$ cat src/rtl/spi_flash_arbiter.sv
// Two-port arbiter in front of the shared SPI flash controller: the CPU has fixed
// priority, the DMA port is forced through after a run of contested CPU wins.
module spi_flash_arbiter #(
   parameter int TIMEOUT_CYCLES = 4095,
   parameter int GAP_CYCLES     = 2,
   parameter int STARVE_LIMIT   = 4
) (
   input  logic        clk,
   input  logic        reset,

   input  logic        i_cpu_req,
   input  logic        i_cpu_rw,
   input  logic [15:0] i_cpu_addr,
   input  logic [7:0]  i_cpu_wdata,
   output logic        o_cpu_done,
   output logic        o_cpu_err,
   output logic [7:0]  o_cpu_rdata,

   input  logic        i_dma_req,
   input  logic        i_dma_rw,
   input  logic [15:0] i_dma_addr,
   input  logic [7:0]  i_dma_wdata,
   output logic        o_dma_done,
   output logic        o_dma_err,
   output logic [7:0]  o_dma_rdata,

   output logic        o_spi_ce,
   output logic        o_spi_rw,
   output logic [15:0] o_spi_addr,
   output logic [7:0]  o_spi_wdata,
   input  logic [7:0]  i_spi_rdata,
   input  logic        i_spi_ready,

   output logic [1:0]  o_grant,
   output logic        o_busy
);

   localparam logic [1:0] S_IDLE    = 2'd0;
   localparam logic [1:0] S_ISSUE   = 2'd1;
   localparam logic [1:0] S_RECOVER = 2'd2;

   localparam int GAP_W = (GAP_CYCLES > 0) ? $clog2(GAP_CYCLES + 1) : 1;
   localparam int STV_W = (STARVE_LIMIT > 0) ? $clog2(STARVE_LIMIT + 1) : 1;

   localparam logic [11:0]      TMO_LAST = 12'(TIMEOUT_CYCLES - 1);
   localparam logic [GAP_W-1:0] GAP_LOAD = GAP_W'(GAP_CYCLES);
   localparam logic [STV_W-1:0] STV_MAX  = STV_W'(STARVE_LIMIT);

   logic [1:0]       state_q, state_d;
   logic [1:0]       grant_q, grant_d;
   logic             ce_q, ce_d;
   logic             rw_q, rw_d;
   logic [15:0]      addr_q, addr_d;
   logic [7:0]       wdata_q, wdata_d;
   logic [11:0]      tmo_q, tmo_d;
   logic [GAP_W-1:0] gap_q, gap_d;
   logic [STV_W-1:0] starve_q, starve_d;

   logic             cpu_done_q, cpu_done_d;
   logic             cpu_err_q, cpu_err_d;
   logic [7:0]       cpu_rdata_q, cpu_rdata_d;
   logic             dma_done_q, dma_done_d;
   logic             dma_err_q, dma_err_d;
   logic [7:0]       dma_rdata_q, dma_rdata_d;

   logic             pick_cpu;
   logic             pick_dma;
   logic             timed_out;
   logic             xfer_end;
   logic [7:0]       end_rdata;

   function automatic logic [STV_W-1:0] starve_inc(input logic [STV_W-1:0] cnt);
      if (cnt >= STV_MAX) begin
         return STV_MAX;
      end
      return cnt + STV_W'(1);
   endfunction

   // Contested arbitration: CPU wins unless DMA has been passed over STARVE_LIMIT times.
   assign pick_cpu  = i_cpu_req && !(i_dma_req && (starve_q == STV_MAX));
   assign pick_dma  = i_dma_req && !pick_cpu;

   // A ready on the last allowed cycle counts as a normal completion.
   assign timed_out = !i_spi_ready && (tmo_q == TMO_LAST);
   assign xfer_end  = (state_q == S_ISSUE) && (i_spi_ready || (tmo_q == TMO_LAST));
   assign end_rdata = timed_out ? 8'hFF : i_spi_rdata;

   always_comb begin
      state_d     = state_q;
      grant_d     = grant_q;
      ce_d        = ce_q;
      rw_d        = rw_q;
      addr_d      = addr_q;
      wdata_d     = wdata_q;
      tmo_d       = tmo_q;
      gap_d       = gap_q;
      starve_d    = starve_q;
      cpu_done_d  = 1'b0;
      cpu_err_d   = 1'b0;
      cpu_rdata_d = cpu_rdata_q;
      dma_done_d  = 1'b0;
      dma_err_d   = 1'b0;
      dma_rdata_d = dma_rdata_q;

      case (state_q)
         S_IDLE: begin
            if (pick_cpu) begin
               state_d = S_ISSUE;
               grant_d = 2'b01;
               ce_d    = 1'b1;
               rw_d    = i_cpu_rw;
               addr_d  = i_cpu_addr;
               wdata_d = i_cpu_wdata;
               tmo_d   = '0;
               if (i_dma_req) begin
                  starve_d = starve_inc(starve_q);
               end
            end else if (pick_dma) begin
               state_d  = S_ISSUE;
               grant_d  = 2'b10;
               ce_d     = 1'b1;
               rw_d     = i_dma_rw;
               addr_d   = i_dma_addr;
               wdata_d  = i_dma_wdata;
               tmo_d    = '0;
               starve_d = '0;
            end
         end

         S_ISSUE: begin
            if (xfer_end) begin
               state_d = S_RECOVER;
               ce_d    = 1'b0;
               gap_d   = GAP_LOAD;
               tmo_d   = '0;
               if (grant_q[0]) begin
                  cpu_done_d = 1'b1;
                  cpu_err_d  = timed_out;
                  if (rw_q) begin
                     cpu_rdata_d = end_rdata;
                  end
               end
               if (grant_q[1]) begin
                  dma_done_d = 1'b1;
                  dma_err_d  = timed_out;
                  if (rw_q) begin
                     dma_rdata_d = end_rdata;
                  end
               end
            end else begin
               tmo_d = tmo_q + 12'd1;
            end
         end

         // Hold off until the gap has run out and the controller has released ready.
         S_RECOVER: begin
            if (gap_q != '0) begin
               gap_d = gap_q - GAP_W'(1);
            end else if (!i_spi_ready) begin
               state_d = S_IDLE;
               grant_d = 2'b00;
            end
         end

         default: begin
            state_d = S_IDLE;
            grant_d = 2'b00;
            ce_d    = 1'b0;
         end
      endcase
   end

   always_ff @(posedge clk or negedge reset) begin
      if (!reset) begin
         state_q     <= S_IDLE;
         grant_q     <= 2'b00;
         ce_q        <= 1'b0;
         rw_q        <= 1'b1;
         addr_q      <= 16'h0000;
         wdata_q     <= 8'h00;
         tmo_q       <= '0;
         gap_q       <= '0;
         starve_q    <= '0;
         cpu_done_q  <= 1'b0;
         cpu_err_q   <= 1'b0;
         cpu_rdata_q <= 8'h00;
         dma_done_q  <= 1'b0;
         dma_err_q   <= 1'b0;
         dma_rdata_q <= 8'h00;
      end else begin
         state_q     <= state_d;
         grant_q     <= grant_d;
         ce_q        <= ce_d;
         rw_q        <= rw_d;
         addr_q      <= addr_d;
         wdata_q     <= wdata_d;
         tmo_q       <= tmo_d;
         gap_q       <= gap_d;
         starve_q    <= starve_d;
         cpu_done_q  <= cpu_done_d;
         cpu_err_q   <= cpu_err_d;
         cpu_rdata_q <= cpu_rdata_d;
         dma_done_q  <= dma_done_d;
         dma_err_q   <= dma_err_d;
         dma_rdata_q <= dma_rdata_d;
      end
   end

   assign o_spi_ce    = ce_q;
   assign o_spi_rw    = rw_q;
   assign o_spi_addr  = addr_q;
   assign o_spi_wdata = wdata_q;
   assign o_grant     = grant_q;
   assign o_busy      = (state_q != S_IDLE);

   assign o_cpu_done  = cpu_done_q;
   assign o_cpu_err   = cpu_err_q;
   assign o_cpu_rdata = cpu_rdata_q;
   assign o_dma_done  = dma_done_q;
   assign o_dma_err   = dma_err_q;
   assign o_dma_rdata = dma_rdata_q;

endmodule
$ cat config.mk
export PLATFORM = sky130hd
export DESIGN_NAME = spi_flash_arbiter
export DESIGN_NICKNAME = d
export VERILOG_FILES = /design/src/rtl/spi_flash_arbiter.sv
export SDC_FILE = /design/constraint.sdc
export NUM_CORES = 1
export LEC_CHECK = 0
export CORE_UTILIZATION = 25
export CTS_CLUSTER_SIZE = 10
export DETAILED_ROUTE_END_ITERATION = 12
export PLACE_DENSITY = 0.54
export SLEW_MARGIN = 0
export SYNTH_ARGS = -nofsm -noshare
export SYNTH_HDL_FRONTEND = slang
export SYNTH_SLANG_ARGS = --single-unit
$ cat constraint.sdc
create_clock -name clk -period 2.03 [get_ports clk]
set_clock_uncertainty 0.2 [all_clocks]
set_input_delay 0.3045 -clock clk [delete_from_list [all_inputs] [get_ports clk]]
set_output_delay 0.3045 -clock clk [all_outputs]
set_load 0.1 [all_outputs]
---- After elaboration in Yosys (flattened, before gate mapping) ----
Index checks and enable logic that the tools add are counted.
operators by class
  shift-type cells ........................ 0
  multiply operators ...................... 0
  reduce and logical (&&, ||, !) cells .... 24
  div/mod/pow operators ................... 0
  bitwise logic cells ..................... 2
  equality and inequality tests ........... 10
  order comparisons ....................... 1
  add/sub/neg operators ................... 3
  muxes and demuxes ....................... 47
operators by type and width
  kind                                                  count
  two-way mux 12 bit                                    3
  two-way mux 16 bit                                    2
  two-way mux 8 bit                                     3
  one-hot mux 12 bit (2 select lines)                   1
  two-way mux 1 bit                                     21
  two-way mux 2 bit                                     8
  AND reduction 4 bit                                   4
  two-way mux 3 bit                                     5
  adder 12 x 1 -> 12 bit (second input constant)        1
  equality test 12 bit (second input constant)          1
  one-hot mux 2 bit (3 select lines)                    2
  inequality test 2 bit (second input constant)         5
  nonzero test 2 bit                                    5
  AND reduction 3 bit                                   3
  logical AND 1 bit                                     5
  one-hot mux 2 bit (2 select lines)                    1
  AND reduction 2 bit                                   2
  adder 3 x 1 -> 3 bit (second input constant)          1
  equality test 3 bit (second input constant)           1
  >= comparator 3 bit (second input constant)           1
  zero test 1 bit                                       3
  inequality test 3 bit (second input constant)         1
  one-hot mux 1 bit (3 select lines)                    1
  equality test 2 x 1 -> 1 bit (second input constant)  1
  5 further kinds                                       6
storage, ports and cells
  bits in latches ......................... 0
  memory bits (read-only) ................. 0
  memories ................................ 0
  output and inout bits ................... 49
  word-level logic and storage cells ...... 102
  bits in registers ....................... 67
  RAM bits ................................ 0

---- Logic depth before layout (Yosys ltp) ----
Gate-level depths: netlist of the first run.
  depth in word-level cells ............... 9
  gate-level depth with buffers ........... 7
  gate-level depth less buffers ........... 6

---- Worst setup path before layout of the first run ----
Ideal clock, no wire load.
  kind .................................... reg-to-reg
  from .................................... register grant_q[0] (netlist: o_grant[0])
  to ...................................... register cpu_rdata_q[0] (netlist: o_cpu_rdata[0])
  cell stages (with the launch flop) ...... 5
  required time ........................... 1705 ps
  data arrival time ....................... 1752 ps
  setup time .............................. 125 ps
  path buffers ............................ 1
  setup slack ............................. -47 ps
  cells stage by stage .................... dfrtp_1 > nand2_1 > or3_1 > buf_1 > o22a_1
between the ends
  cells in the longest elaborated chain, start to end .. 1
ends and longest elaborated chain
  element                               RTL line  RTL
  start: declaration                    50        logic [1:0] grant_q, grant_d;
  start signal: assignment              192       grant_q <= grant_d;
  AND reduction 4 bit (no source line)  --
  end signal: assignment                202       cpu_rdata_q <= cpu_rdata_d;
  end: declaration                      61        logic [7:0] cpu_rdata_q, cpu_rdata_d;
No other way between the ends.
A chain may end at the register's enable or synchronous reset.

---- Final worst setup path of the first run ----
  from .................................... register state_q[1]
  to ...................................... output o_busy
between the ends
  cells in the longest elaborated chain, start to end .. 1
ends and longest elaborated chain
  element                   RTL line  RTL
  start: declaration        49        logic [1:0] state_q, state_d;
  start signal: assignment  191       state_q <= state_d;
  nonzero test 2 bit        214       assign o_busy = (state_q != S_IDLE);
  end: declaration          35        output logic o_busy
No other way between the ends.

==> run_results.csv, run 1 <==
group,metric,value,unit
routing,routed_via_density,4.56,
timing,rsz0062_at_grt,"false",
floorplan,fp-row-count,40,
floorplan,die_area,12700,um2
logic_synthesis,synth_cell_types,45,
final_layout,syn_to_final_growth,57.8,%
routing,drc,0,
floorplan,io_pins,112,
placement,io_buffers,111,
clocking,numCtsBuffers,9,
final_layout,num_antenna_cells,0,
clocking,cts_tree,"built",
timing,max_freq,0.511,GHz
logic_synthesis,syn_inst,288,
logic_synthesis,synthTopCellsByArea,"dfrtp_1 (54%), mux2i_1 (7.2%), o21ai_0 (5.5%)",
logic_synthesis,synth-seq-cells,67,
timing,holdWs,0.227,ns
logic_synthesis,syn_avg_cell_area,10.7,um2
worst_hold_path,hold_class,"in -> reg",
logic_synthesis,ys_top_cells_by_count,"dfrtp_1 (66), nand2_1 (38), o21ai_0 (34)",
clocking,clkSlewWorstSetupHoldPaths,0.06,ns
timing,slew_violations,0,
logic_synthesis,synth_nets,356,
timing,setup_slack,0.0714,ns
critical_path,cp_max_fo,6,
global_route,antenna_found_initial,0,
clocking,clk_path_buf_depth,2,
timing,period_share,96.5,%
timing,setup_viol,0,
global_route,grt-ovfl-total,0,
clocking,clkSinkCount,67,
floorplan,fp.dieW,113,um
global_route,grt_pass1_vias,2756,
critical_path,worstPathArrival,1.45,ns
logic_synthesis,seq_area_frac_synth,54.7,%
logic_synthesis,async_reset_ff_share,100,%
logic_synthesis,yosysTopAreaCellShare,53.8,%
critical_path,cp_data_required_time,1.53,ns
logic_synthesis,ys_warn_count,0,
clocking,clk_latency,0.32,ns
logic_synthesis,yosysTopAreaCell,"dfrtp_1",
critical_path,max_stage_delay,0.44,ns
floorplan,die_y,113,um
routing,drt_iter0_markers,85,
timing,min_period,1.96,ns
placement,pre_cts_ws,-0.265,ns
timing,tightest_slew,0.518,ns
routing,dr_total_vias,2621,
global_route,grt_max_degree,38,
final_layout,layout-drive-gt1-share,25.0,%
timing,slew-limit-headroom,65.5,%
logic_synthesis,netlist_area,3070,um2
logic_synthesis,ys.flop_type,"dfrtp_1",
clocking,clock-root-buffer,"clkbuf_16",
critical_path,cpMaxStageDelayCell,"dfrtp_2",
timing,hold_violations,0,
logic_synthesis,synth_most_common_cell,"dfrtp_1",
placement,dp_hpwl,5880,um
floorplan,coreArea,12000,um2
logic_synthesis,synth_edf_count,0,
critical_path,worstSetupStartpointType,"flip-flop",
global_route,grt_pass1_wl,13300,um
timing,tns,0,ns
run,drv_cap,0,
placement,place.gp.congestion,0.746,
status,status,"finished clean",
final_layout,nets,491,
critical_path,cpMostUsedCell,"buf_4",
clocking,htree_levels,3,
critical_path,path_class,"reg -> out",
floorplan,initial_core_util,25.6,%
routing,drtPass1Iterations,4,
routing,post_drt_wl_per_cell,13.7,um
critical_path,end_kind,"output port",
routing,ant_nets,0,
routing,routed_wl,7870,um
global_route,grt_usage,13.2,%
critical_path,cp_cell_sequence,"buf_4 -> nor2_4 -> buf_4 -> inv_1 -> buf_12",
## metrics by stage
step / utilization, % / area, um2 / instances
after global routing: 40.3 / 4840 / 575
after CTS: 40.2 / 4830 / 574
final: 40.3 / 4840 / 575
after floorplan: - / 3070 / 288
after global placement: 37.3 / 4480 / 557
after detailed placement: 37.3 / 4480 / 557
## logic make-up after synthesis
family          after synthesis  share of synthesized area (%)
xor+xnor                      8                           2.28
buf+inv                      23                           3.22
simple gates                 95                           15.7
mux                          23                           7.54
fa+ha+maj                     5                           2.04
compound gates               67                           14.6
flops                        67                           54.7
## registers in the layout, summed over array words and instances, names as in the netlist
signal	flops
starve_q	3
gap_q	2
o_cpu_done	1
o_spi_rw	1
o_dma_rdata	8
o_grant	2
tmo_q	12
o_cpu_rdata	8
o_cpu_err	1
o_spi_wdata	8
o_spi_addr	16
o_dma_err	1
o_spi_ce	1
state_q	2
o_dma_done	1
## final timing paths
| check | startpoint | endpoint | slack (ns) | cells past startpoint |
|---|---|---|---|---|
| max | state_q[1]$_DFFE_PN0P_ | o_busy | 0.07 | 5 |
| min | i_dma_req | starve_q[0]$_DFFE_PN0P_ | 0.23 | 3 |
| max reg2reg | state_q[1]$_DFFE_PN0P_ | tmo_q[11]$_DFFE_PN0P_ | 0.11 | 4 |
| min reg2reg | o_spi_addr[1]$_DFFE_PN0P_ | o_spi_addr[1]$_DFFE_PN0P_ | 0.28 | 2 |
| max in group asynchronous | reset | o_dma_rdata[5]$_DFFE_PN0P_ | 0.75 | 3 |
| min in group asynchronous | reset | o_dma_rdata[3]$_DFFE_PN0P_ | 0.31 | 2 |
## layer usage
| metal | GRT usage [%] | vias up | routed length [um] |
|---|---|---|---|
| li1 | - | 1288 | - |
| met1 | 15.7 | 1237 | 3490 |
| met2 | 22.3 | 86 | 3720 |
| met3 | 4.71 | 10 | 556 |
| met4 | 4.18 | 0 | 100 |
| met5 | 0 | - | 0 |
## timing repair
action,4_1_cts,5_1_grt
endpoints found under the setup margin,1,23
pin swaps,0,1
gates resized for setup,3,4
endpoints found under the hold margin,34,0
cloned,0,0
hold buffers,1,0
setup buffers,0,1
## critical path, delay by kind of cell, from the launching register on
kind / cells / cell delay, ns
buf+inv: 4 / 0.55
flops: 1 / 0.44
simple gates: 1 / 0.14
## cells in the final DEF, fill, tap and decap left out, drive strengths merged, types with 2 or more instances in the layout
master / Yosys / routed
and2: 4 / 4
ha: 5 / 5
nor2: 14 / 14
o22a: 16 / 16
nor3b: 3 / 3
bufinv: 0 / 2
and3: 4 / 4
nor2b: 4 / 4
inv: 10 / 12
xnor2: 8 / 8
clkbuf: 7 / 9
nand2: 38 / 38
or3: 4 / 4
buf: 6 / 75
nand4: 2 / 2
nor3: 5 / 5
clkdlybuf4s50: 0 / 60
dfrtp: 66 / 66
mux2i: 22 / 22
a221o: 3 / 3
a21oi: 6 / 6
o21ai: 35 / 35
and4: 2 / 2
or4: 2 / 2
clkinv: 0 / 2
nand3: 8 / 8
## final cells by class
class                      instances  area [um2]
inverter                          10        37.5
sequential                        67        1680
multi-input combinational        198        1320
tap                              147         184
timing repair buffer             137        1300
fill                            1202        7170
clock buffer                       9         225
clock inverter                     7        98.8
Power of run 1 is left out: the tool's default activity adds up to more than one toggle a clock period on the data nets, which glitch-free logic cannot reach.
==> run 2, diff against run 1 <==
--- a/config.mk
+++ b/config.mk
@@ -6,6 +6,7 @@
 export NUM_CORES = 1
 export LEC_CHECK = 0
 export CORE_UTILIZATION = 25
+export CTS_BUF_LIST = sky130_fd_sc_hd__clkbuf_4 sky130_fd_sc_hd__clkbuf_8
 export CTS_CLUSTER_SIZE = 10
 export DETAILED_ROUTE_END_ITERATION = 12
 export PLACE_DENSITY = 0.54
==> run 2 against run 1 <==
First-iteration DRC count shrank 9.4%. Register-to-register slack lost 0.02 ns. Final area shrank 2.1%. Via count grew 0.34%.
==> run_results.csv, run 2 (synthesized netlist as in run 1, its figures left out) <==
group,metric,value,unit
status,status,"finished clean",
placement,io_buffers,111,
routing,routed_via_density,4.57,
critical_path,path_class,"in -> reg",
global_route,grt_pass1_wl,13200,um
timing,tightest_slew,0.521,ns
floorplan,fp.dieW,113,um
placement,place.gp.congestion,0.746,
routing,ant_nets,0,
routing,routed_wl,7850,um
global_route,grt_max_degree,38,
clocking,clkSinkCount,67,
global_route,grt_usage,13.1,%
critical_path,worstRegToRegCells,4,
timing,hold_violations,0,
floorplan,coreArea,12000,um2
final_layout,final_cell_mix,"buf_4 (66), dfrtp_1 (63), clkdlybuf4s50_1 (61), nand2_1 (37), o21ai_0 (34)",
placement,dp_cells,557,
final_layout,num_antenna_cells,0,
critical_path,end_kind,"flip-flop",
timing,setup_slack,0.0577,ns
timing,slew-limit-headroom,65.3,%
critical_path,worstPathArrival,2.04,ns
global_route,grt_pass1_vias,2764,
critical_path,worstSetupStartpoint,"i_dma_req",
final_layout,finalNonFillerCells,575,
routing,drc,0,
timing,setup_viol,0,
clocking,numCtsBuffers,9,
clocking,htree_levels,3,
critical_path,worstSetupStartpointType,"primary input",
critical_path,cp_data_required_time,2.09,ns
floorplan,initial_core_util,25.6,%
critical_path,rr_endpoint,"tmo_q[11]$_DFFE_PN0P_",
timing,period_share,97.2,%
timing,holdWs,0.286,ns
timing,max_freq,0.507,GHz
routing,drt_iter0_markers,77,
clocking,clkSlewWorstSetupHoldPaths,0.08,ns
clocking,clock-root-buffer,"clkbuf_8",
final_layout,final_common_cell,"buf_4",
routing,post_drt_wl_per_cell,13.7,um
final_layout,nFillCells,1218,
timing,min_period,1.97,ns
global_route,grt-ovfl-total,0,
placement,placed_area,4480,um2
clocking,clk_path_buf_depth,2,
global_route,antenna_found_initial,0,
placement,dp_hpwl,5880,um
final_layout,nets,491,
clocking,clk_latency,0.34,ns
floorplan,fp-row-count,40,
final_layout,syn_to_final_growth,54.4,%
routing,dr_total_vias,2630,
critical_path,cp_max_fo,6,
final_layout,largest_reg_flops,16,
final_layout,layout-drive-gt1-share,25.0,%
timing,slew_violations,0,
floorplan,die_y,113,um
floorplan,die_area,12700,um2
critical_path,worstReg2RegStart,"state_q[1]$_DFFE_PN0P_",
placement,pre_cts_ws,-0.265,ns
worst_hold_path,hold_class,"in -> async",
final_layout,final_cell_area,4740,um2
routing,drtPass1Iterations,4,
critical_path,r2r_slack,0.09,ns
clocking,cts_tree,"built",
floorplan,io_pins,112,
run,drv_cap,0,
==> run 2: changes by cell type in the layout (fill, tap and decap cells not counted) <==
| cell | before | now |
|---|---|---|
| clkbuf_16 | 9 | 0 |
| clkbuf_8 | 0 | 9 |
| clkdlybuf4s50_1 | 60 | 61 |
| dlymetal6s2s_1 | 1 | 0 |
==> run 2: worst max-delay path by stage <==
| stage | depth (start not counted) | endpoint |
|---|---|---|
| 2_1_floorplan | 5 | o_spi_addr[15]$_DFFE_PN0P_ |
| 3_3_place_gp | 5 | tmo_q[11]$_DFFE_PN0P_ |
| 3_5_place_dp | 5 | tmo_q[11]$_DFFE_PN0P_ |
| 4_1_cts | 5 | o_busy |
| 5_1_grt | 5 | o_busy |
| 6_report | 5 | tmo_q[11]$_DFFE_PN0P_ |
==> run 2: cell type report <==
| type | count | area, um2 | area share, % |
|---|---|---|---|
| inverters | 10 | 37.5 | 0.792 |
| well taps | 147 | 184 | 3.88 |
| multi-input cells | 198 | 1320 | 27.8 |
| flip-flops and latches | 67 | 1680 | 35.5 |
| repair buffers | 137 | 1300 | 27.4 |
| clock inverters | 7 | 98.8 | 2.09 |
| clock buffers | 9 | 124 | 2.61 |
==> run 2: critical path, cell delays in order <==
cell	delay, ns
clkdlybuf4s50_1	0.62
nor3_2	0.09
or3_1	0.43
or4_1	0.42
a21oi_1	0.16
==> run 2: what timing repair did <==
| action | in CTS | in global routing |
|---|---|---|
| hold buffers | 1 | 0 |
| gates resized for setup | 3 | 3 |
| hold endpoints to repair | 34 | 0 |
| endpoints found under the setup margin | 1 | 22 |
| buffers inserted | 0 | 1 |
| pin swaps | 0 | 2 |
==> run 2: per-layer routing <==
metal	wire length [um]	part of all wire, %	GRT usage [%]
met4	110	1.4	4.44
met2	3730	48	22.3
met1	3480	44	15.6
met5	0	0	0
met3	529	6.7	4.23
==> run 2: stage by stage <==
stage | util (%) | setup TNS (ns)
2_1_floorplan | - | 0
3_3_place_gp | 37.3 | -3.74
3_5_place_dp | 37.3 | -4.02
4_1_cts | 39.3 | 0
5_1_grt | 39.4 | -0.00116
6_report | 39.4 | 0
Power of run 2 is left out for the same reason.
==> run 3, diff against run 2 <==
--- a/config.mk
+++ b/config.mk
@@ -5,11 +5,12 @@
 export SDC_FILE = /design/constraint.sdc
 export NUM_CORES = 1
 export LEC_CHECK = 0
+export ABC_CLOCK_PERIOD_IN_PS = 2029
 export CORE_UTILIZATION = 25
 export CTS_BUF_LIST = sky130_fd_sc_hd__clkbuf_4 sky130_fd_sc_hd__clkbuf_8
 export CTS_CLUSTER_SIZE = 10
 export DETAILED_ROUTE_END_ITERATION = 12
-export PLACE_DENSITY = 0.54
+export PLACE_DENSITY_LB_ADDON = 0.1
 export SLEW_MARGIN = 0
 export SYNTH_ARGS = -nofsm -noshare
 export SYNTH_HDL_FRONTEND = slang
==> run 3 against run 2 <==
First-iteration DRC count is 31% higher. Sequential share of layout area is 0.19 points lower. Critical path depth did not move. Global-route usage increased by 0.078 points. Clock-buffer cell count unchanged. Hold slack got worse by 0.082 ns. Critical path type is now reg -> out. Largest cell class unchanged. Highest routed layer unchanged.
==> run_results.csv, run 3 (synthesized netlist as in run 1, its figures left out) <==
group,metric,value,unit
placement,dp_hpwl,5850,um
timing,hold_violations,0,
clocking,clk_path_buf_depth,2,
floorplan,initial_core_util,25.6,%
floorplan,fp.dieW,113,um
critical_path,worstRegToRegCells,6,
routing,drtPass1Iterations,4,
clocking,htree_levels,3,
timing,slew_violations,0,
worst_hold_path,hold_start,"i_dma_req",
final_layout,num_antenna_cells,0,
global_route,grt_pass1_wl,13000,um
clocking,numCtsBuffers,9,
critical_path,worstPathArrival,1.44,ns
worst_hold_path,hold_class,"in -> reg",
timing,tightest_slew,0.453,ns
floorplan,coreArea,12000,um2
timing,min_period,1.94,ns
floorplan,io_pins,112,
global_route,grt_pass1_vias,2620,
global_route,grt_usage,13.2,%
routing,drc,0,
critical_path,r2r_slack,0.10,ns
critical_path,path_class,"reg -> out",
global_route,grt_max_degree,36,
floorplan,fp-row-count,40,
floorplan,die_area,12700,um2
final_layout,nets,490,
global_route,antenna_found_initial,0,
timing,period_share,95.6,%
status,status,"finished clean",
routing,dr_total_vias,2578,
global_route,grt-ovfl-total,0,
timing,setup_viol,0,
final_layout,final_common_cell,"dfrtp_1",
final_layout,final_cell_area,4760,um2
placement,io_buffers,111,
critical_path,end_kind,"output port",
final_layout,fin_util,39.6,%
routing,drt_iter0_markers,101,
critical_path,rr_endpoint,"o_dma_rdata[0]$_DFFE_PN0P_",
timing,max_freq,0.515,GHz
final_layout,layout-drive-gt1-share,24.8,%
final_layout,largest_reg_flops,16,
floorplan,die_y,113,um
routing,routed_via_density,4.49,
final_layout,syn_to_final_growth,55.1,%
placement,place.gp.congestion,0.718,
placement,placed_area,4530,um2
clocking,clkSinkCount,67,
routing,ant_nets,0,
critical_path,worstSetupStartpointType,"flip-flop",
clocking,clk_latency,0.35,ns
timing,rsz0062_at_grt,"true",
clocking,clock-root-buffer,"clkbuf_8",
worst_hold_path,min_to,"starve_q[2]$_DFFE_PN0P_",
worst_hold_path,whs_path_depth,3,
timing,slew-limit-headroom,69.8,%
critical_path,worstReg2RegStart,"tmo_q[0]$_DFFE_PN0P_",
clocking,cts_tree,"built",
critical_path,cp_max_fo,6,
final_layout,final_cell_mix,"dfrtp_1 (64), buf_4 (61), clkdlybuf4s50_1 (60), nand2_1 (37), o21ai_0 (34)",
clocking,clkSlewWorstSetupHoldPaths,0.09,ns
critical_path,cp_data_required_time,1.53,ns
run,drv_cap,0,
timing,tns,0,ns
routing,routed_wl,7910,um
routing,post_drt_wl_per_cell,13.8,um
-- run 3: layout make-up --
type                    count  area [um2]
clock buffers               9         124
clock inverters             7        75.1
fillers                  1217        7250
inverters                  10        37.5
multi-input cells         198        1320
flip-flops and latches     67        1680
well taps                 147         184
repair buffers            136        1340
-- run 3: worst max-delay path, stage by stage (launching register included) --
cell	delay, ns
dfrtp_1	0.42
buf_4	0.17
nor2_1	0.10
buf_4	0.15
inv_1	0.08
buf_12	0.17
-- run 3: routing by layer --
metal  global-route usage [%]  vias up  wire, um
met5                        0        -         0
li1                         -     1284         -
met4                     5.87        0       119
met2                     20.6       95      3480
met1                     16.1     1191      3620
met3                     5.14        8       693
-- run 3: stage by stage --
stage          instances  hold WS, ns  setup slack (ns)
3_3_place_gp         556       0.0840            -0.246
5_1_grt              574        0.208           -0.0185
6_report             574        0.204            0.0885
4_1_cts              573        0.255          0.000925
2_1_floorplan        288       -0.191            0.0392
3_5_place_dp         556       0.0925            -0.278
-- run 3: how the worst max path moves through the flow --
| stage | startpoint | endpoint | slack [ns] |
|---|---|---|---|
| 2_1_floorplan | state_q[0]$_DFFE_PN0P_ | o_spi_addr[15]$_DFFE_PN0P_ | 0.04 |
| 3_3_place_gp | i_dma_req | tmo_q[11]$_DFFE_PN0P_ | -0.25 |
| 3_5_place_dp | i_dma_req | tmo_q[11]$_DFFE_PN0P_ | -0.28 |
| 4_1_cts | tmo_q[1]$_DFFE_PN0P_ | tmo_q[9]$_DFFE_PN0P_ | 0.0009 |
| 5_1_grt | tmo_q[0]$_DFFE_PN0P_ | o_dma_rdata[0]$_DFFE_PN0P_ | -0.02 |
| 6_report | state_q[1]$_DFFE_PN0P_ | o_busy | 0.09 |
-- run 3: what timing repair did --
item                                    4_1_cts  5_1_grt
endpoints found under the setup margin        8       29
hold buffers                                  1        0
pin swaps                                     0        1
buffers inserted                              0        1
resized for setup                             1        5
hold endpoints to repair                     31        0
Power of run 3 is left out for the same reason.
